$ cat config.mk
export PLATFORM = sky130hd
export DESIGN_NAME = deser182
export DESIGN_NICKNAME = d
export VERILOG_FILES = /design/src/rtl/deser182.sv
export SDC_FILE = /design/constraint.sdc
export NUM_CORES = 1
export LEC_CHECK = 0
export CAP_MARGIN = 15
export CELL_PAD_IN_SITES_DETAIL_PLACEMENT = 0
export CELL_PAD_IN_SITES_GLOBAL_PLACEMENT = 1
export CORE_AREA = 2 2 53 55
export CTS_BUF_LIST = sky130_fd_sc_hd__clkbuf_8 sky130_fd_sc_hd__clkbuf_16
export CTS_CLUSTER_SIZE = 8
export DETAILED_ROUTE_END_ITERATION = 6
export DIE_AREA = 0 0 55 57
export PLACE_DENSITY_LB_ADDON = 0.1
export SLEW_MARGIN = 40
export SYNTH_ARGS = -nofsm -noshare
export SYNTH_HDL_FRONTEND = slang
export SYNTH_SLANG_ARGS = --single-unit
$ cat constraint.sdc
create_clock -name clk -period 2.25 [get_ports clk]
set_input_delay 0.675 -clock clk [delete_from_list [all_inputs] [get_ports clk]]
set_output_delay 0.675 -clock clk [all_outputs]
set_load 0.05 [all_outputs]
$ cat src/rtl/deser182.sv
// Serial-to-parallel collector: steers each accepted bit into slot idx (LSB first)
// and presents the assembled N-bit word on a valid/ready output port.
module deser182 #(
    parameter int N    = 8,
    parameter int IDXW = $clog2(N)
) (
    input  logic            clk,
    input  logic            rst_n,
    input  logic            flush,
    input  logic            in_bit,
    input  logic            in_valid,
    output logic            in_ready,
    output logic [N-1:0]    out_data,
    output logic            out_valid,
    input  logic            out_ready,
    output logic [IDXW-1:0] idx
);

    typedef enum logic {
        COLLECT = 1'b0,
        HOLD    = 1'b1
    } state_t;

    state_t         state;
    logic [N-1:0]   buffer;
    logic [N-1:0]   buf_next;
    logic           accept;

    assign in_ready = !out_valid;
    assign accept   = in_valid && in_ready;

    // Buffer with the incoming bit merged in; the last slot is only ever filled here.
    always_comb begin
        buf_next      = buffer;
        buf_next[idx] = in_bit;
    end

    always_ff @(posedge clk) begin
        if (!rst_n) begin
            state     <= COLLECT;
            idx       <= '0;
            buffer    <= '0;
            out_data  <= '0;
            out_valid <= 1'b0;
        end else if (flush) begin
            state     <= COLLECT;
            idx       <= '0;
            buffer    <= '0;
            out_valid <= 1'b0;
        end else begin
            case (state)
                COLLECT: begin
                    if (accept) begin
                        if (idx == IDXW'(N - 1)) begin
                            out_data  <= buf_next;
                            out_valid <= 1'b1;
                            idx       <= '0;
                            buffer    <= '0;
                            state     <= HOLD;
                        end else begin
                            buffer <= buf_next;
                            idx    <= idx + 1'b1;
                        end
                    end
                end
                HOLD: begin
                    if (out_ready) begin
                        out_valid <= 1'b0;
                        state     <= COLLECT;
                    end
                end
                default: state <= COLLECT;
            endcase
        end
    end

endmodule

==> results of run 1 <==
## layout make-up
| cell class | instances | share of cell area |
|---|---|---|
| multi-input combinational | 61 | 0.385 |
| sequential | 21 | 0.356 |
| timing repair buffer | 24 | 0.182 |
| clock buffer | 3 | 0.0349 |
| tap | 31 | 0.0328 |
| inverter | 2 | 0.00635 |
| clock inverter | 1 | 0.00317 |
## metrics by stage
stage                     power [uW]  instance area [um2]  cells
after floorplan                  414                  925     93
after global placement           435                 1140    139
after detailed placement         436                 1140    139
after CTS                        674                 1180    143
after global routing             695                 1180    143
final                            664                 1180    143
## worst paths after layout
kind	end	slack, ns	depth (start not counted)
setup / recovery	in_ready	0.11	2
hold / removal	buffer[6]	0.47	1
setup reg to reg	out_data[6]	0.49	5
hold reg to reg	buffer[6]	0.47	1
## state kept, by name, indices dropped and copies added (netlist names)
| register | count |
|---|---|
| buffer | 8 |
| out_data | 8 |
| idx | 3 |
| out_valid | 1 |
| state | 1 |
## cells in the final DEF (no fill, tap or decap), drive strengths merged
master         instances
nor2b                  2
nand3                  1
a21oi                  9
nand2b                 1
and2                   1
mux2i                 11
a22oi                  1
or3b                   1
nor3b                  4
inv                    3
ha                     2
buf                   10
nor2                   7
clkdlybuf4s50         14
nand2                  1
o2bb2ai                8
a211oi                 8
nand3b                 3
nor3                   1
clkbuf                 3
dfxtp                 21
## power by group
group / internal, uW / switching (uW)
clock: 121 / 116
combinational: 23.7 / 27.4
sequential: 373 / 1.77
## routing by layer
metal | GRT usage | vias up | share of wire
met5 | 0 | - | 0
li1 | - | 372 | -
met2 | 0.202 | 13 | 0.43
met4 | 0.0209 | 0 | 0.0068
met3 | 0.0471 | 2 | 0.041
met1 | 0.176 | 327 | 0.52
## worst max-delay path: stages (launching register included)
cell and delay, ns:
dfxtp_1 0.36, inv_1 0.06, clkdlybuf4s50_1 0.79
## cells by family (layout without fill, tap and decap cells)
family,after synthesis,count (layout),share of synthesized area
AO/OA/AOI/OAI,26,26,0.198
adder cells (fa/ha/maj),2,2,0.0271
buffers and inverters,11,30,0.0528
flip-flops,21,21,0.455
multiplexers,11,11,0.119
AND/OR/NAND/NOR,22,22,0.149
==> impl_metrics.py, run 1 <==
metrics = {
    "run_status": {
        "status": "complete, no violations",
    },
    "sta": {
        "tns_ns": 0,
        "final_min_period_over_clock_period": 0.953,
        "fin_worst_hold_slack_ns": 0.466,
        "final_period_minus_worst_setup_slack_ns": 2.14,
        "clock_tree_skew_after_final_layout_ns": 0.00662,
        "finalHoldViolations": 0,
        "timing_worst_slew_pin_value_ns": 0.503,
        "postLayoutSetupSlackWorst_ns": 0.106,
        "max_slew_margin": 0.664,
        "report.final.slew_viol_count": 0,
        "rsz0062_at_grt": "false",
        "report.final.setup_viol": 0,
        "achievable-frequency_mhz": 466,
    },
    "synth": {
        "syn_nets": 101,
        "synth_most_common_cell": "dfxtp_1",
        "ys.flop_type": "dfxtp_1",
        "synthDistinctLibCells": 22,
        "area_fraction_of_the_dominant_cell_type_after_synthesis": 0.455,
        "asyncSetResetFlopFracSynth": 0,
        "synth_top_cells_by_count": "dfxtp_1, mux2i_1, a21oi_1, a211oi_1, o2bb2ai_1",
        "post_synth_instance_area_um2": 925,
        "ys_seq_area_frac": 0.455,
        "syn_area_per_cell_um2": 9.94,
        "number_of_flip_flops_and_latches_in_the_synthesized_netlist": 21,
        "synth.top_cells.by_area": "dfxtp_1, mux2i_1, o2bb2ai_1",
        "synthesis.instances": 93,
        "synth_largest_area_cell": "dfxtp_1",
        "yosys_warnings": 0,
        "number_of_enable_type_register_cells_in_the_synthesized_netlist": 0,
    },
    "detailed_routing": {
        "drtAntennaViolNets": 0,
        "routed_wire_length_per_instance_um": 13.4,
        "drt-total-wl_um": 1920,
        "initialDrtViolationCount": 8,
        "routed_via_density": 4.99,
        "vias": 714,
        "drt-pass1-iter-count": 2,
        "remaining_drc_errors": 0,
    },
    "place": {
        "io_buffer_count": 18,
        "gp_congestion": 0.658,
        "dpl_worst_slack_ns": 0.132,
        "detailed_place_hpwl_um": 1370,
    },
    "power_and_ir_drop": {
        "max-vdd-ir-drop_mv": 0.493,
        "pwr_cell_area_nw_per_um2": 562,
        "p_leak_uw": 0.000448,
    },
    "die": {
        "ioPinCount": 19,
        "die_y_um": 57,
        "placeableCoreArea_um2": 2620,
        "initial_utilization": 0.354,
        "floorplan.die_area_um2": 3140,
        "num_rows": 19,
        "die_width_um": 55,
    },
    "layout": {
        "diodes": 0,
        "final_nets": 121,
        "layout.area.seq_um2": 420,
        "multiInputGateArea_um2": 455,
        "areaGrowthSynthToFinish_pct": 27.9,
        "finish.utilization": 0.452,
        "final_layout_size_suffix_gt1_frac": 0.125,
        "fillCellCount": 264,
    },
    "global_routing": {
        "grt_max_degree": 12,
        "via_count_of_the_first_global_routing_pass": 651,
        "global_route.usage.total": 0.130,
        "antenna_violations_before_repair": 0,
        "grt_first_pass_wirelength_um": 3020,
        "globalRoute.totalOverflow": 0,
    },
    "clocking": {
        "htree_levels": 1,
        "tritoncts": "yes",
        "worst_skew_pair.late_latency_ns": 0.26,
        "clock-root-buffer": "clkbuf_8",
        "cts_resized": 0,
        "path_clk_slew_ns": 0.08,
        "number_of_buffers_added_for_setup_after_cts": 0,
        "clock_path_buffers": 2,
        "cts.hold.buffers_added": 0,
        "cts_inserted_buffers": 3,
        "clkSinkCount": 21,
    },
    "worst_setup_path": {
        "worst_setup_path_startpoint": "out_valid",
        "worst-endpoint-arrival_ns": 1.47,
        "critPathLaunchType": "register",
        "crit_path_end_kind": "output pin",
        "crit_path_max_fanout": 4,
        "critical_path_required_ns": 1.57,
        "worst-setup-path-type": "reg2out",
        "rr_startpoint": "idx[1]",
    },
    "min_path": {
        "timing.hold.worst.start": "buffer[6]",
        "min_path_type": "reg2reg",
    },
    "job": {
        "drv.max_cap_violation_count": 0,
    },
}
(Power assumes the default switching activity.)
==> inputs of run 2 (changes only) <==
--- a/config.mk
+++ b/config.mk
@@ -13,6 +13,7 @@
 export CTS_CLUSTER_SIZE = 8
 export DETAILED_ROUTE_END_ITERATION = 6
 export DIE_AREA = 0 0 55 57
+export GPL_ROUTABILITY_DRIVEN = 0
 export PLACE_DENSITY_LB_ADDON = 0.1
 export SLEW_MARGIN = 40
 export SYNTH_ARGS = -nofsm -noshare
==> results of run 2 <==
No change in the layout: final DEF, timing and power equal those of run 1.
==> inputs of run 3 (changes only) <==
--- a/config.mk
+++ b/config.mk
@@ -13,7 +13,7 @@
 export CTS_CLUSTER_SIZE = 8
 export DETAILED_ROUTE_END_ITERATION = 6
 export DIE_AREA = 0 0 55 57
-export GPL_ROUTABILITY_DRIVEN = 0
+export MAX_ROUTING_LAYER = met4
 export PLACE_DENSITY_LB_ADDON = 0.1
 export SLEW_MARGIN = 40
 export SYNTH_ARGS = -nofsm -noshare
==> run 3 against run 2 <==
Compared with the run above: combinational power is essentially flat; register-to-register slack is essentially flat; global-route usage grew 0.38 points; clock skew is essentially flat; sequential share of layout area is the same; highest routed layer unchanged; power is essentially flat; setup slack is essentially flat; critical endpoint unchanged; largest power group unchanged; flip-flop and latch count is the same; die area is the same; sequential power is essentially flat.
==> impl_metrics.py, run 3 (synthesis results as in run 1) <==
metrics = {
    "worst_setup_path": {
        "crit_path_end_kind": "output pin",
        "worst_setup_path_startpoint": "out_valid",
        "worst-setup-path-type": "reg2out",
        "rr_startpoint": "idx[1]",
        "critical_path_required_ns": 1.57,
        "worst-endpoint-arrival_ns": 1.47,
        "crit_path_end": "in_ready",
        "rrSetupSlack_ns": 0.49,
        "crit_path_max_fanout": 4,
        "critPathLaunchType": "register",
        "reg2regPathDepth": 5,
        "worst_r2r_endpoint": "out_data[6]",
    },
    "detailed_routing": {
        "routed_via_density": 4.99,
        "drt-pass1-iter-count": 2,
        "remaining_drc_errors": 0,
        "vias": 714,
        "drtAntennaViolNets": 0,
        "routed_wire_length_per_instance_um": 13.4,
        "drt-total-wl_um": 1920,
        "initialDrtViolationCount": 8,
    },
    "power_and_ir_drop": {
        "power_frac_seq": 0.565,
        "max-vdd-ir-drop_mv": 0.494,
        "p_comb_frac": 0.077,
        "p_leak_uw": 0.000448,
        "pwr_cell_area_nw_per_um2": 562,
        "cellInternalPower_uw": 518,
        "power.switching_fraction": 0.219,
        "p_clk_frac": 0.358,
        "switchingPower_uw": 146,
    },
    "clocking": {
        "cts_resized": 0,
        "worst_skew_pair.late_latency_ns": 0.26,
        "cts.hold.buffers_added": 0,
        "clock-root-buffer": "clkbuf_8",
        "htree_levels": 1,
        "clock_path_buffers": 2,
        "number_of_buffers_added_for_setup_after_cts": 0,
        "tritoncts": "yes",
        "clkSinkCount": 21,
        "path_clk_slew_ns": 0.08,
        "cts_inserted_buffers": 3,
    },
    "die": {
        "placeableCoreArea_um2": 2620,
        "floorplan.die_area_um2": 3140,
        "initial_utilization": 0.354,
        "die_width_um": 55,
        "num_rows": 19,
        "die_y_um": 57,
        "ioPinCount": 19,
    },
    "sta": {
        "finalHoldViolations": 0,
        "timing_worst_slew_pin_value_ns": 0.503,
        "max_slew_margin": 0.664,
        "report.final.slew_viol_count": 0,
        "clock_tree_skew_after_final_layout_ns": 0.00661,
        "tns_ns": 0,
        "rsz0062_at_grt": "false",
        "final_period_minus_worst_setup_slack_ns": 2.14,
        "postLayoutSetupSlackWorst_ns": 0.106,
        "final_min_period_over_clock_period": 0.953,
        "achievable-frequency_mhz": 466,
        "report.final.setup_viol": 0,
    },
    "global_routing": {
        "globalRoute.totalOverflow": 0,
        "antenna_violations_before_repair": 0,
        "via_count_of_the_first_global_routing_pass": 652,
        "grt_first_pass_wirelength_um": 3020,
        "grt_max_degree": 12,
        "global_route.usage.total": 0.134,
    },
    "layout": {
        "most_common_cell_after_layout_fill_and_taps_aside": "dfxtp_1",
        "areaGrowthSynthToFinish_pct": 27.9,
        "final_nets": 121,
        "most-common-layout-cells": "dfxtp_1, clkdlybuf4s50_1, mux2i_1, buf_4, a21oi_1",
        "diodes": 0,
        "reg.largest.list": "buffer x8, out_data x8, idx x3",
        "final_layout_size_suffix_gt1_frac": 0.125,
        "fillCellCount": 264,
    },
    "run_status": {
        "status": "complete, no violations",
    },
    "job": {
        "drv.max_cap_violation_count": 0,
    },
    "place": {
        "dpl_worst_slack_ns": 0.132,
        "io_buffer_count": 18,
        "detailed_place_hpwl_um": 1370,
        "gp_congestion": 0.664,
    },
    "min_path": {
        "min_path_type": "reg2reg",
    },
}
run 3: cell type report:
type                            count  area, um2  area share
Multi-Input combinational cell     61        455       0.385
Clock inverter                      1       3.75     0.00317
Sequential cell                    21        420       0.356
Timing Repair Buffer               24        215       0.182
Clock buffer                        3       41.3      0.0349
Tap cell                           31       38.8      0.0328
Inverter                            2       7.51     0.00635
run 3: layer usage:
metal / GRT usage / vias to the layer above / wire length [um] / share of wire
met3: 0.0471 / 2 / 79 / 0.041
met2: 0.202 / 13 / 832 / 0.43
met5: - / - / 0 / 0
li1: - / 372 / - / -
met4: 0.0209 / 0 / 13 / 0.0068
met1: 0.176 / 327 / 995 / 0.52
run 3: critical path, cell delays in order (launching register included):
cell	delay, ns
dfxtp_1	0.36
inv_1	0.06
clkdlybuf4s50_1	0.79
run 3: power groups by stage:
stage	sequential, uW	clock [uW]	combinational, uW
after floorplan	387	0	26.6
after global placement	384	0	51.5
after detailed placement	384	0	51.9
after CTS	375	247	52.2
after global routing	375	264	55.5
final	375	238	51.1
run 3: through the flow:
| stage | power, uW | cells | util | instance area [um2] | hold WS, ns |
|---|---|---|---|---|---|
| floorplan | 414 | 93 | - | 925 | 0.432 |
| global placement | 435 | 139 | 0.435 | 1140 | 0.444 |
| detailed placement | 436 | 139 | 0.435 | 1140 | 0.447 |
| CTS | 674 | 143 | 0.452 | 1180 | 0.470 |
| global route | 695 | 143 | 0.452 | 1180 | 0.485 |
| finish | 664 | 143 | 0.452 | 1180 | 0.466 |
run 3: worst min-delay path by stage:
stage,from,endpoint,slack [ns],cells after the start
after floorplan,buffer[0],buffer[0],0.43,1
after global placement,buffer[0],buffer[0],0.44,1
after detailed placement,buffer[6],buffer[6],0.45,1
after CTS,buffer[6],buffer[6],0.47,1
after global routing,buffer[6],buffer[6],0.49,1
final,buffer[6],buffer[6],0.47,1
